`src/rtl/exc_pkg.sv`:
```
// Shared types and constants for the LEGv8 exception controller.
package exc_pkg;

    typedef enum logic {
        IDLE,
        HANDLER
    } exc_state_e;

    localparam logic [3:0] ESR_INVOP   = 4'd1;
    localparam logic [3:0] ESR_IRQ     = 4'd2;
    localparam logic [3:0] ESR_BADERET = 4'd3;

    localparam int unsigned DOUBLE_FAULT_BIT = 63;

    localparam logic [1:0] MRS_ELR    = 2'b00;
    localparam logic [1:0] MRS_ESR    = 2'b01;
    localparam logic [1:0] MRS_STATUS = 2'b10;

endpackage

```
`src/rtl/exc_ctrl_if.sv`:
```
// Datapath-side bundle of the exception controller: event inputs, redirect strobes, sysregs.
interface exc_ctrl_if #(
    parameter int unsigned N = 64
);
    logic         ExtIRQ;
    logic         InvOp;
    logic         ERet;
    logic [N-1:0] PC;
    logic [1:0]   MrsSel;
    logic         Exc;
    logic [N-1:0] ExcVector;
    logic         ERetTaken;
    logic         Squash;
    logic [N-1:0] ELR;
    logic [N-1:0] ESR;
    logic         InHandler;
    logic         ExtIAck;
    logic [N-1:0] MrsData;

    modport master (
        output ExtIRQ, InvOp, ERet, PC, MrsSel,
        input  Exc, ExcVector, ERetTaken, Squash, ELR, ESR, InHandler, ExtIAck, MrsData
    );

    modport slave (
        input  ExtIRQ, InvOp, ERet, PC, MrsSel,
        output Exc, ExcVector, ERetTaken, Squash, ELR, ESR, InHandler, ExtIAck, MrsData
    );
endinterface

```
`src/rtl/exc_sysregs.sv`:
```
// ELR/ESR storage with load enables and the combinational MRS read mux.
module exc_sysregs
    import exc_pkg::*;
#(
    parameter int unsigned N = 64
) (
    input  logic         clk,
    input  logic         reset,
    input  logic         i_elr_we,
    input  logic [N-1:0] i_elr_d,
    input  logic         i_esr_we,
    input  logic [N-1:0] i_esr_d,
    input  logic [1:0]   i_mrs_sel,
    input  logic         i_in_handler,
    output logic [N-1:0] o_elr,
    output logic [N-1:0] o_esr,
    output logic [N-1:0] o_mrs_data
);
    logic [N-1:0] r_elr;
    logic [N-1:0] r_esr;

    always_ff @(posedge clk) begin
        if (reset) begin
            r_elr <= '0;
            r_esr <= '0;
        end else begin
            if (i_elr_we) r_elr <= i_elr_d;
            if (i_esr_we) r_esr <= i_esr_d;
        end
    end

    // Reads see the pre-edge contents, so an MRS in a trapping cycle gets old values.
    always_comb begin
        o_mrs_data = '0;
        case (i_mrs_sel)
            MRS_ELR:    o_mrs_data = r_elr;
            MRS_ESR:    o_mrs_data = r_esr;
            MRS_STATUS: o_mrs_data = {{(N-1){1'b0}}, i_in_handler};
            default:    o_mrs_data = '0;
        endcase
    end

    assign o_elr = r_elr;
    assign o_esr = r_esr;

endmodule

```
`src/rtl/exc_ctrl.sv`:
```
// Exception/interrupt controller for the single-cycle LEGv8 datapath: trap FSM and redirect strobes.
module exc_ctrl
    import exc_pkg::*;
#(
    parameter int unsigned N          = 64,
    parameter logic [N-1:0] EXC_VECTOR = 64'h00000000000000D8
) (
    input logic       clk,
    input logic       reset,
    exc_ctrl_if.slave bus
);
    exc_state_e   r_state;
    exc_state_e   w_state_next;
    logic         r_ext_iack;
    logic         w_iack_next;
    logic         w_exc;
    logic         w_eret_taken;
    logic         w_elr_we;
    logic         w_esr_we;
    logic [N-1:0] w_esr_d;
    logic [N-1:0] w_elr;
    logic [N-1:0] w_esr;
    logic [N-1:0] w_mrs_data;

    always_ff @(posedge clk) begin
        if (reset) begin
            r_state    <= IDLE;
            r_ext_iack <= 1'b0;
        end else begin
            r_state    <= w_state_next;
            r_ext_iack <= w_iack_next;
        end
    end

    always_comb begin
        w_state_next = r_state;
        w_iack_next  = 1'b0;
        w_exc        = 1'b0;
        w_eret_taken = 1'b0;
        w_elr_we     = 1'b0;
        w_esr_we     = 1'b0;
        w_esr_d      = w_esr;
        case (r_state)
            IDLE: begin
                if (bus.InvOp) begin
                    w_exc        = 1'b1;
                    w_elr_we     = 1'b1;
                    w_esr_we     = 1'b1;
                    w_esr_d      = {{(N-4){1'b0}}, ESR_INVOP};
                    w_state_next = HANDLER;
                end else if (bus.ERet) begin
                    w_exc        = 1'b1;
                    w_elr_we     = 1'b1;
                    w_esr_we     = 1'b1;
                    w_esr_d      = {{(N-4){1'b0}}, ESR_BADERET};
                    w_state_next = HANDLER;
                end else if (bus.ExtIRQ) begin
                    w_exc        = 1'b1;
                    w_elr_we     = 1'b1;
                    w_esr_we     = 1'b1;
                    w_esr_d      = {{(N-4){1'b0}}, ESR_IRQ};
                    w_iack_next  = 1'b1;
                    w_state_next = HANDLER;
                end
            end
            HANDLER: begin
                // IRQs are masked here; only a fault or ERET can act.
                if (bus.InvOp) begin
                    w_exc                     = 1'b1;
                    w_esr_we                  = 1'b1;
                    w_esr_d[DOUBLE_FAULT_BIT] = 1'b1;
                end else if (bus.ERet) begin
                    w_eret_taken = 1'b1;
                    w_state_next = IDLE;
                end
            end
            default: w_state_next = IDLE;
        endcase
    end

    exc_sysregs #(
        .N (N)
    ) u_sysregs (
        .clk          (clk),
        .reset        (reset),
        .i_elr_we     (w_elr_we),
        .i_elr_d      (bus.PC),
        .i_esr_we     (w_esr_we),
        .i_esr_d      (w_esr_d),
        .i_mrs_sel    (bus.MrsSel),
        .i_in_handler (r_state == HANDLER),
        .o_elr        (w_elr),
        .o_esr        (w_esr),
        .o_mrs_data   (w_mrs_data)
    );

    assign bus.Exc       = w_exc;
    assign bus.Squash    = w_exc;
    assign bus.ERetTaken = w_eret_taken;
    assign bus.ExcVector = EXC_VECTOR;
    assign bus.ELR       = w_elr;
    assign bus.ESR       = w_esr;
    assign bus.InHandler = (r_state == HANDLER);
    assign bus.ExtIAck   = r_ext_iack;
    assign bus.MrsData   = w_mrs_data;

endmodule

```
`src/flat_wrapper.sv`:
```
// flat-port wrapper written by rule: the top's interface ports become plain ports
module exc_ctrl_flat import exc_pkg::*;
#(
    parameter int unsigned N          = 64,
    parameter logic [N-1:0] EXC_VECTOR = 64'h00000000000000D8
)
  (clk, reset, bus_ExtIRQ, bus_InvOp, bus_ERet, bus_PC, bus_MrsSel, bus_Exc, bus_ExcVector, bus_ERetTaken, bus_Squash, bus_ELR, bus_ESR, bus_InHandler, bus_ExtIAck, bus_MrsData);
  exc_ctrl_if #(.N(N)) bus_i ();
  input logic clk;
  input logic reset;
  input wire logic [$bits(bus_i.ExtIRQ)-1:0] bus_ExtIRQ;
  input wire logic [$bits(bus_i.InvOp)-1:0] bus_InvOp;
  input wire logic [$bits(bus_i.ERet)-1:0] bus_ERet;
  input wire logic [$bits(bus_i.PC)-1:0] bus_PC;
  input wire logic [$bits(bus_i.MrsSel)-1:0] bus_MrsSel;
  output wire logic [$bits(bus_i.Exc)-1:0] bus_Exc;
  output wire logic [$bits(bus_i.ExcVector)-1:0] bus_ExcVector;
  output wire logic [$bits(bus_i.ERetTaken)-1:0] bus_ERetTaken;
  output wire logic [$bits(bus_i.Squash)-1:0] bus_Squash;
  output wire logic [$bits(bus_i.ELR)-1:0] bus_ELR;
  output wire logic [$bits(bus_i.ESR)-1:0] bus_ESR;
  output wire logic [$bits(bus_i.InHandler)-1:0] bus_InHandler;
  output wire logic [$bits(bus_i.ExtIAck)-1:0] bus_ExtIAck;
  output wire logic [$bits(bus_i.MrsData)-1:0] bus_MrsData;
  assign bus_i.ExtIRQ = bus_ExtIRQ;
  assign bus_i.InvOp = bus_InvOp;
  assign bus_i.ERet = bus_ERet;
  assign bus_i.PC = bus_PC;
  assign bus_i.MrsSel = bus_MrsSel;
  assign bus_Exc = bus_i.Exc;
  assign bus_ExcVector = bus_i.ExcVector;
  assign bus_ERetTaken = bus_i.ERetTaken;
  assign bus_Squash = bus_i.Squash;
  assign bus_ELR = bus_i.ELR;
  assign bus_ESR = bus_i.ESR;
  assign bus_InHandler = bus_i.InHandler;
  assign bus_ExtIAck = bus_i.ExtIAck;
  assign bus_MrsData = bus_i.MrsData;
  exc_ctrl #(.N(N), .EXC_VECTOR(EXC_VECTOR)) u_core (.clk(clk), .reset(reset), .bus(bus_i));
endmodule
```
`config.mk`:
```
export PLATFORM = sky130hd
export DESIGN_NAME = exc_ctrl_flat
export DESIGN_NICKNAME = d
export VERILOG_FILES = /design/src/rtl/exc_pkg.sv /design/src/rtl/exc_ctrl_if.sv /design/src/rtl/exc_sysregs.sv /design/src/rtl/exc_ctrl.sv /design/src/flat_wrapper.sv
export SDC_FILE = /design/constraint.sdc
export NUM_CORES = 1
export LEC_CHECK = 0
export BUFFER_PORTS_ARGS = -buffer_cell sky130_fd_sc_hd__buf_2
export CAP_MARGIN = 20
export CORE_AREA = 2 2 129 131
export CTS_CLUSTER_SIZE = 10
export DETAILED_ROUTE_END_ITERATION = 10
export DIE_AREA = 0 0 131 133
export GPL_TIMING_DRIVEN = 0
export PLACE_DENSITY = 0.6
export SLEW_MARGIN = 25
export SYNTH_ARGS = -nofsm -noshare
export SYNTH_HDL_FRONTEND = slang
export SYNTH_SLANG_ARGS = --single-unit
```
`constraint.sdc`:
```
create_clock -name clk -period 2.5 [get_ports clk]
set_input_delay 0.5 -clock clk [delete_from_list [all_inputs] [get_ports clk]]
set_output_delay 0.5 -clock clk [all_outputs]
set_load 0.02 [all_outputs]
```
==> results.cfg, run 1 <==
[logic_synthesis]
ys_seq_area_frac = 0.322
synth_area_mm2 = 0.00429
avgSynthCellArea_um2 = 8.21
synth_ff_type = dfxtp_1
synth-seq-cells = 69
synth_cell_types = 25
synth-async-reset-ratio = 0
synth-edff-count = 0
synth-warning-count = 0
syn_inst = 522

[pwr]
ir_worst_vdd_mv = 0.302
seq_power_share = 0.372
net-switching-power_uw = 1110
p_comb_frac = 0.278
internal-power_uw = 2200
power.density_mw_per_mm2 = 523
leakage_uw = 0.00348
swShare = 0.336
clockPowerShare = 0.351

[die]
die_h_um = 133
rows = 47
start_util = 0.265
die_area_mm2 = 0.0174
die_x_um = 131
core_area_mm2 = 0.0162
io_pins = 332

[sta]
tns_ns = 0
finalCritPeriodShare = 0.940
period_needed_ns = 2.35
slew_headroom = 0.610
rsz0062_at_grt = false
hold_viol = 0
holdWs_ns = 0.422
maxClockFrequency_mhz = 426
finalSetupViolCount = 0
slew_viol_final = 0
tightest_slew_ns = 0.585
skew_ns = 0.00260

[final_layout]
regArea_mm2 = 0.00138
syn_to_final_growth_pct = 47.3
nets = 929
final_cell_area_mm2 = 0.00631
drive_above_1_share = 0.428
multi_input_area_mm2 = 0.00220
diodes = 0
final_common_cell = buf_2
final_cells = 1083
fin_util = 0.390
nFillCells = 1698
layout_common_cells = buf_2 (212), buf_4 (128), conb_1 (125), dfxtp_1 (69), a21oi_1 (67)

[placement]
dpl.hpwl_um = 11800
place_area_mm2 = 0.00604
dpl.cell_count = 1068
gp_congestion = 0.778
port_buffers = 203

[setup_path]
crit_path_max_incr_delay_ns = 0.33
crit_arrival_ns = 1.85
path_cells = buf_4 -> clkbuf_2 -> clkbuf_2 -> o21bai_1 -> buf_4 -> buf_2
worst_setup_path_end_kind = output port
cp_slowest_cell = dfxtp_1
critPathMaxFanout = 10
ff2ff_setup_slack_ns = 0.94
r2r_start = u_core.bus.InHandler
critPathKind = flip-flop to output port
reg2reg_depth = 5
path_delay_family = buffers and inverters
start_kind = flip-flop
crit_required_ns = 2.00
critPathBufInv = 5
r2r_end = u_core.u_sysregs.o_elr[28]
path_depth = 6

[route]
vias = 4350
vias_per_cell = 4.02
dr.first_iter.drc_count = 155
drt-total-wl_um = 15300
firstDrtPassIters = 4
post_drt_wl_per_cell_um = 14.1
ant_nets = 0
drc_errors = 0

[grt]
grt_pass1_vias = 3759
grtUsageTotal = 0.168
grt_start_max_net_pins = 12
grt_pass1_wl_um = 21900
grt_antenna_before_repair = 2
gr-total-overflow = 0

[cts]
cts_root_buf = clkbuf_16
clk_pin_slew_ns = 0.06
cts.sinks = 69
tritoncts = built
numCtsBuffers = 9
clock_latency_ns = 0.33
htree_levels = 3
clockBufferDepth = 2

[worst_hold_path]
hold_end = u_core.u_sysregs.o_elr[48]
hold_class = input pin to flip-flop
hold_path_depth = 3
min_from = bus_PC[48]

[run_status]
status = complete, no violations

[job]
cap_violations = 0
flip-flops by register name, summed over array words and instances (netlist names):
signal	count
u_core.bus.ExtIAck	1
u_core.u_sysregs.o_elr	64
u_core.u_sysregs.o_esr	3
u_core.bus.InHandler	1
stage by stage:
step / power [µW] / worst slack [ns]
after floorplan: 1910 / 0.387
after global placement: 2160 / -0.195
after CTS: 3350 / 0.0627
final: 3300 / 0.151
after detailed placement: 2170 / -0.216
after global routing: 3480 / 0.0292
tightest hold or removal path: stages:
cell	delay (ns)
buf_2	0.09
nand3b_1	0.06
a21oi_1	0.05
cell type report:
cell class                      count  share of cell area
Multi-Input combinational cell    404               0.349
Sequential cell                    69               0.219
Buffer                            170               0.186
Timing Repair Buffer              203               0.161
Tap cell                          220              0.0436
Clock buffer                       11              0.0369
Clock inverter                      5             0.00436
Inverter                            1            0.000594
worst max-delay path by stage:
stage / slack (ns) / startpoint / endpoint
2_1_floorplan: 0.39 / u_core.bus.InHandler / bus_ERetTaken
3_3_place_gp: -0.19 / bus_MrsSel[0] / bus_MrsData[55]
3_5_place_dp: -0.22 / bus_MrsSel[0] / bus_MrsData[55]
4_1_cts: 0.06 / u_core.bus.InHandler / bus_ERetTaken
5_1_grt: 0.03 / u_core.bus.InHandler / bus_MrsData[0]
6_report: 0.15 / u_core.bus.InHandler / bus_Squash
synth_stat cells, types with 2 or more instances:
| library cell | n | share of area |
|---|---|---|
| or3b_1 | 53 | 0.11 |
| a21oi_1 | 67 | 0.078 |
| nor2_1 | 8 | 0.0070 |
| buf_4 | 126 | 0.22 |
| clkbuf_1 | 29 | 0.025 |
| nand3b_1 | 11 | 0.019 |
| dfxtp_1 | 69 | 0.32 |
| buf_6 | 5 | 0.013 |
| mux2i_1 | 3 | 0.0070 |
| o21ai_0 | 64 | 0.075 |
| nand2_1 | 2 | 0.0018 |
| and2_1 | 61 | 0.089 |
| buf_2 | 11 | 0.013 |
| conb_1 | 2 | 0.0018 |
power groups by stage:
stage | combinational (µW) | sequential (µW) | clock, µW
finish | 918 | 1230 | 1160
global route | 997 | 1240 | 1240
CTS | 918 | 1230 | 1200
detailed placement | 914 | 1250 | 0
global placement | 911 | 1250 | 0
floorplan | 575 | 1330 | 0
routing by layer:
| layer | GRT usage | up-vias | share of wire |
|---|---|---|---|
| met5 | 0 | - | 0.00085 |
| met4 | 0.0686 | 2 | 0.021 |
| met3 | 0.0291 | 22 | 0.078 |
| met2 | 0.283 | 218 | 0.49 |
| met1 | 0.211 | 1925 | 0.41 |
| li1 | - | 2183 | - |
cells by family after synthesis:
logic type             count (synthesis)  share of synthesized area
other                                  2                    0.00175
and+or+nand+nor                      141                      0.236
AOI/OAI and AO/OA                    135                      0.160
buffers and inverters                172                      0.273
DFF                                   69                      0.322
muxes                                  3                    0.00700
repair_timing:
| item | CTS | global route |
|---|---|---|
| endpoints found under the setup margin | 60 | 6 |
| hold buffers | 0 | 0 |
| gates resized for setup | 10 | 1 |
| cloned | 0 | 0 |
| buffers inserted | 0 | 0 |
Power figures use the tool's default switching activity.
==> inputs of run 2 (changes only) <==
PLACE_DENSITY = 0.76   (was 0.6)
SYNTH_HIERARCHICAL = 1   (was default)
==> results.cfg, run 2 <==
[run_status]
status = complete, no violations

[placement]
gp_congestion = 0.786
port_buffers = 265
place_area_mm2 = 0.00859
dpl.hpwl_um = 14700

[sta]
tightest_slew_ns = 0.961
finalCritPeriodShare = 0.925
rsz0062_at_grt = false
maxClockFrequency_mhz = 433
finalSetupViolCount = 0
slew_headroom = 0.359
period_needed_ns = 2.31
hold_viol = 0
tns_ns = 0
skew_ns = 0.00519
slew_viol_final = 0

[setup_path]
critPathKind = input pin to output port
path_cells = buf_2 -> clkbuf_1 -> nor2_1 -> buf_2
startpoint = bus_MrsSel[1]
path_common_cell = buf_2
critPathMaxFanout = 10
crit_path_end = bus_MrsData[3]
crit_required_ns = 2.00
ff2ff_setup_slack_ns = 0.75
cp_slowest_cell = clkbuf_1
r2r_end = u_core/u_sysregs/o_esr[50]
worst_setup_path_end_kind = output port
r2r_start = u_core/bus.InHandler
crit_arrival_ns = 1.81
crit_path_max_incr_delay_ns = 0.75
reg2reg_depth = 6
start_kind = input pin

[logic_synthesis]
syn_inst = 713
ys_seq_area_frac = 0.385
synth-warning-count = 6
synth-seq-cells = 130
synth_commonest_cells = nor2_1 (193), mux2i_1 (192), dfxtp_1 (130)
synth_ff_type = dfxtp_1
synth_cell_types = 27
synth_area_leaders = dfxtp_1 (39%), mux2i_1 (28%), nor2_1 (11%)
synth-async-reset-ratio = 0
synth-edff-count = 0
synth_top_cell_by_area = dfxtp_1
synth.most_common_cell = nor2_1
synth_top_area_share = 0.385
avgSynthCellArea_um2 = 9.47
synth_area_mm2 = 0.00676

[die]
die_area_mm2 = 0.0174
rows = 47
die_x_um = 131
die_h_um = 133
io_pins = 332
start_util = 0.418
core_area_mm2 = 0.0162

[grt]
grt_pass1_vias = 5729
grt_pass1_wl_um = 30300
grt_start_max_net_pins = 17
grtUsageTotal = 0.228
gr-total-overflow = 0
grt_antenna_before_repair = 0

[worst_hold_path]
hold_class = input pin to flip-flop

[route]
dr.first_iter.drc_count = 251
vias_per_cell = 4.64
post_drt_wl_per_cell_um = 15.6
ant_nets = 0
drc_errors = 0
firstDrtPassIters = 4
drt-total-wl_um = 20100
vias = 5992

[final_layout]
final_cell_area_mm2 = 0.00925
layout_common_cells = buf_2 (270), nor2_1 (193), mux2i_1 (192), dfxtp_1 (130), buf_4 (68)
syn_to_final_growth_pct = 36.9
drive_above_1_share = 0.378
final_common_cell = buf_2
fin_util = 0.572
diodes = 0
nets = 1130

[cts]
cts_root_buf = clkbuf_16
clk_pin_slew_ns = 0.05
htree_levels = 4
clockBufferDepth = 2
numCtsBuffers = 17
clock_latency_ns = 0.42
holdBufCountCts = 0
post_cts_buffers = 0
tritoncts = built
cts.sinks = 130
cts_resized = 0

[pwr]
ir_worst_vdd_mv = 0.405
leakage_uw = 0.00518
power.density_mw_per_mm2 = 649
p_total_uw = 6000

[job]
cap_violations = 0
[run 2: critical path, delay by kind of cell]
| family | cells | cell delay [ns] |
|---|---|---|
| buffers and inverters | 3 | 1.18 |
| and+or+nand+nor | 1 | 0.12 |
[run 2: worst min path at each step]
stage / cells after the start / to / slack (ns) / from
4_1_cts: 2 / u_core/bus.InHandler / 0.28 / reset
3_5_place_dp: 2 / u_core/u_sysregs/o_elr[18] / 0.50 / u_core/u_sysregs/o_elr[18]
2_1_floorplan: 1 / u_core/bus.ExtIAck / 0.58 / bus_ERet
3_3_place_gp: 2 / u_core/u_sysregs/o_elr[62] / 0.49 / u_core/u_sysregs/o_elr[62]
6_report: 2 / u_core/bus.InHandler / 0.30 / reset
5_1_grt: 2 / u_core/bus.InHandler / 0.29 / reset
[run 2: stage by stage]
| stage | hold slack [ns] | std cells | setup slack [ns] |
|---|---|---|---|
| after floorplan | 0.576 | 775 | 0.667 |
| after global placement | 0.494 | 1260 | 0.238 |
| after detailed placement | 0.496 | 1260 | 0.221 |
| after CTS | 0.277 | 1291 | 0.214 |
| after global routing | 0.292 | 1291 | 0.153 |
| final | 0.299 | 1291 | 0.189 |
[run 2: report_power, final]
group / internal [µW] / switching (µW) / leakage (µW)
registers: 2150 / 65.0 / 0.00106
logic: 404 / 616 / 0.00381
clock network: 1820 / 941 / 0.000316
total: 4380 / 1620 / 0.00518
[run 2: kinds of logic (layout without fill, tap and decap cells)]
family,Yosys count,count (layout),synth area share
flip-flops,130,130,0.385
multiplexers,192,192,0.284
buffers and inverters,121,417,0.136
AO/OA/AOI/OAI,66,66,0.0767
AND/OR/NAND/NOR,202,202,0.117
other,2,64,0.00111
[run 2: cell type report]
class                      instances  area, µm²
clock buffer                      19        453
inverter                           1       3.75
fill                            1439       6920
timing repair buffer             265       1330
tap                              220        275
buffer                           120        915
sequential                       130       2600
clock inverter                    12        205
multi-input combinational        524       3470
[run 2: layer usage]
layer,GRT usage,up-vias,part of all wire
li1,-,2962,-
met1,0.273,2775,0.42
met2,0.395,225,0.49
met3,0.0526,30,0.065
met4,0.0798,0,0.018
met5,0,-,0
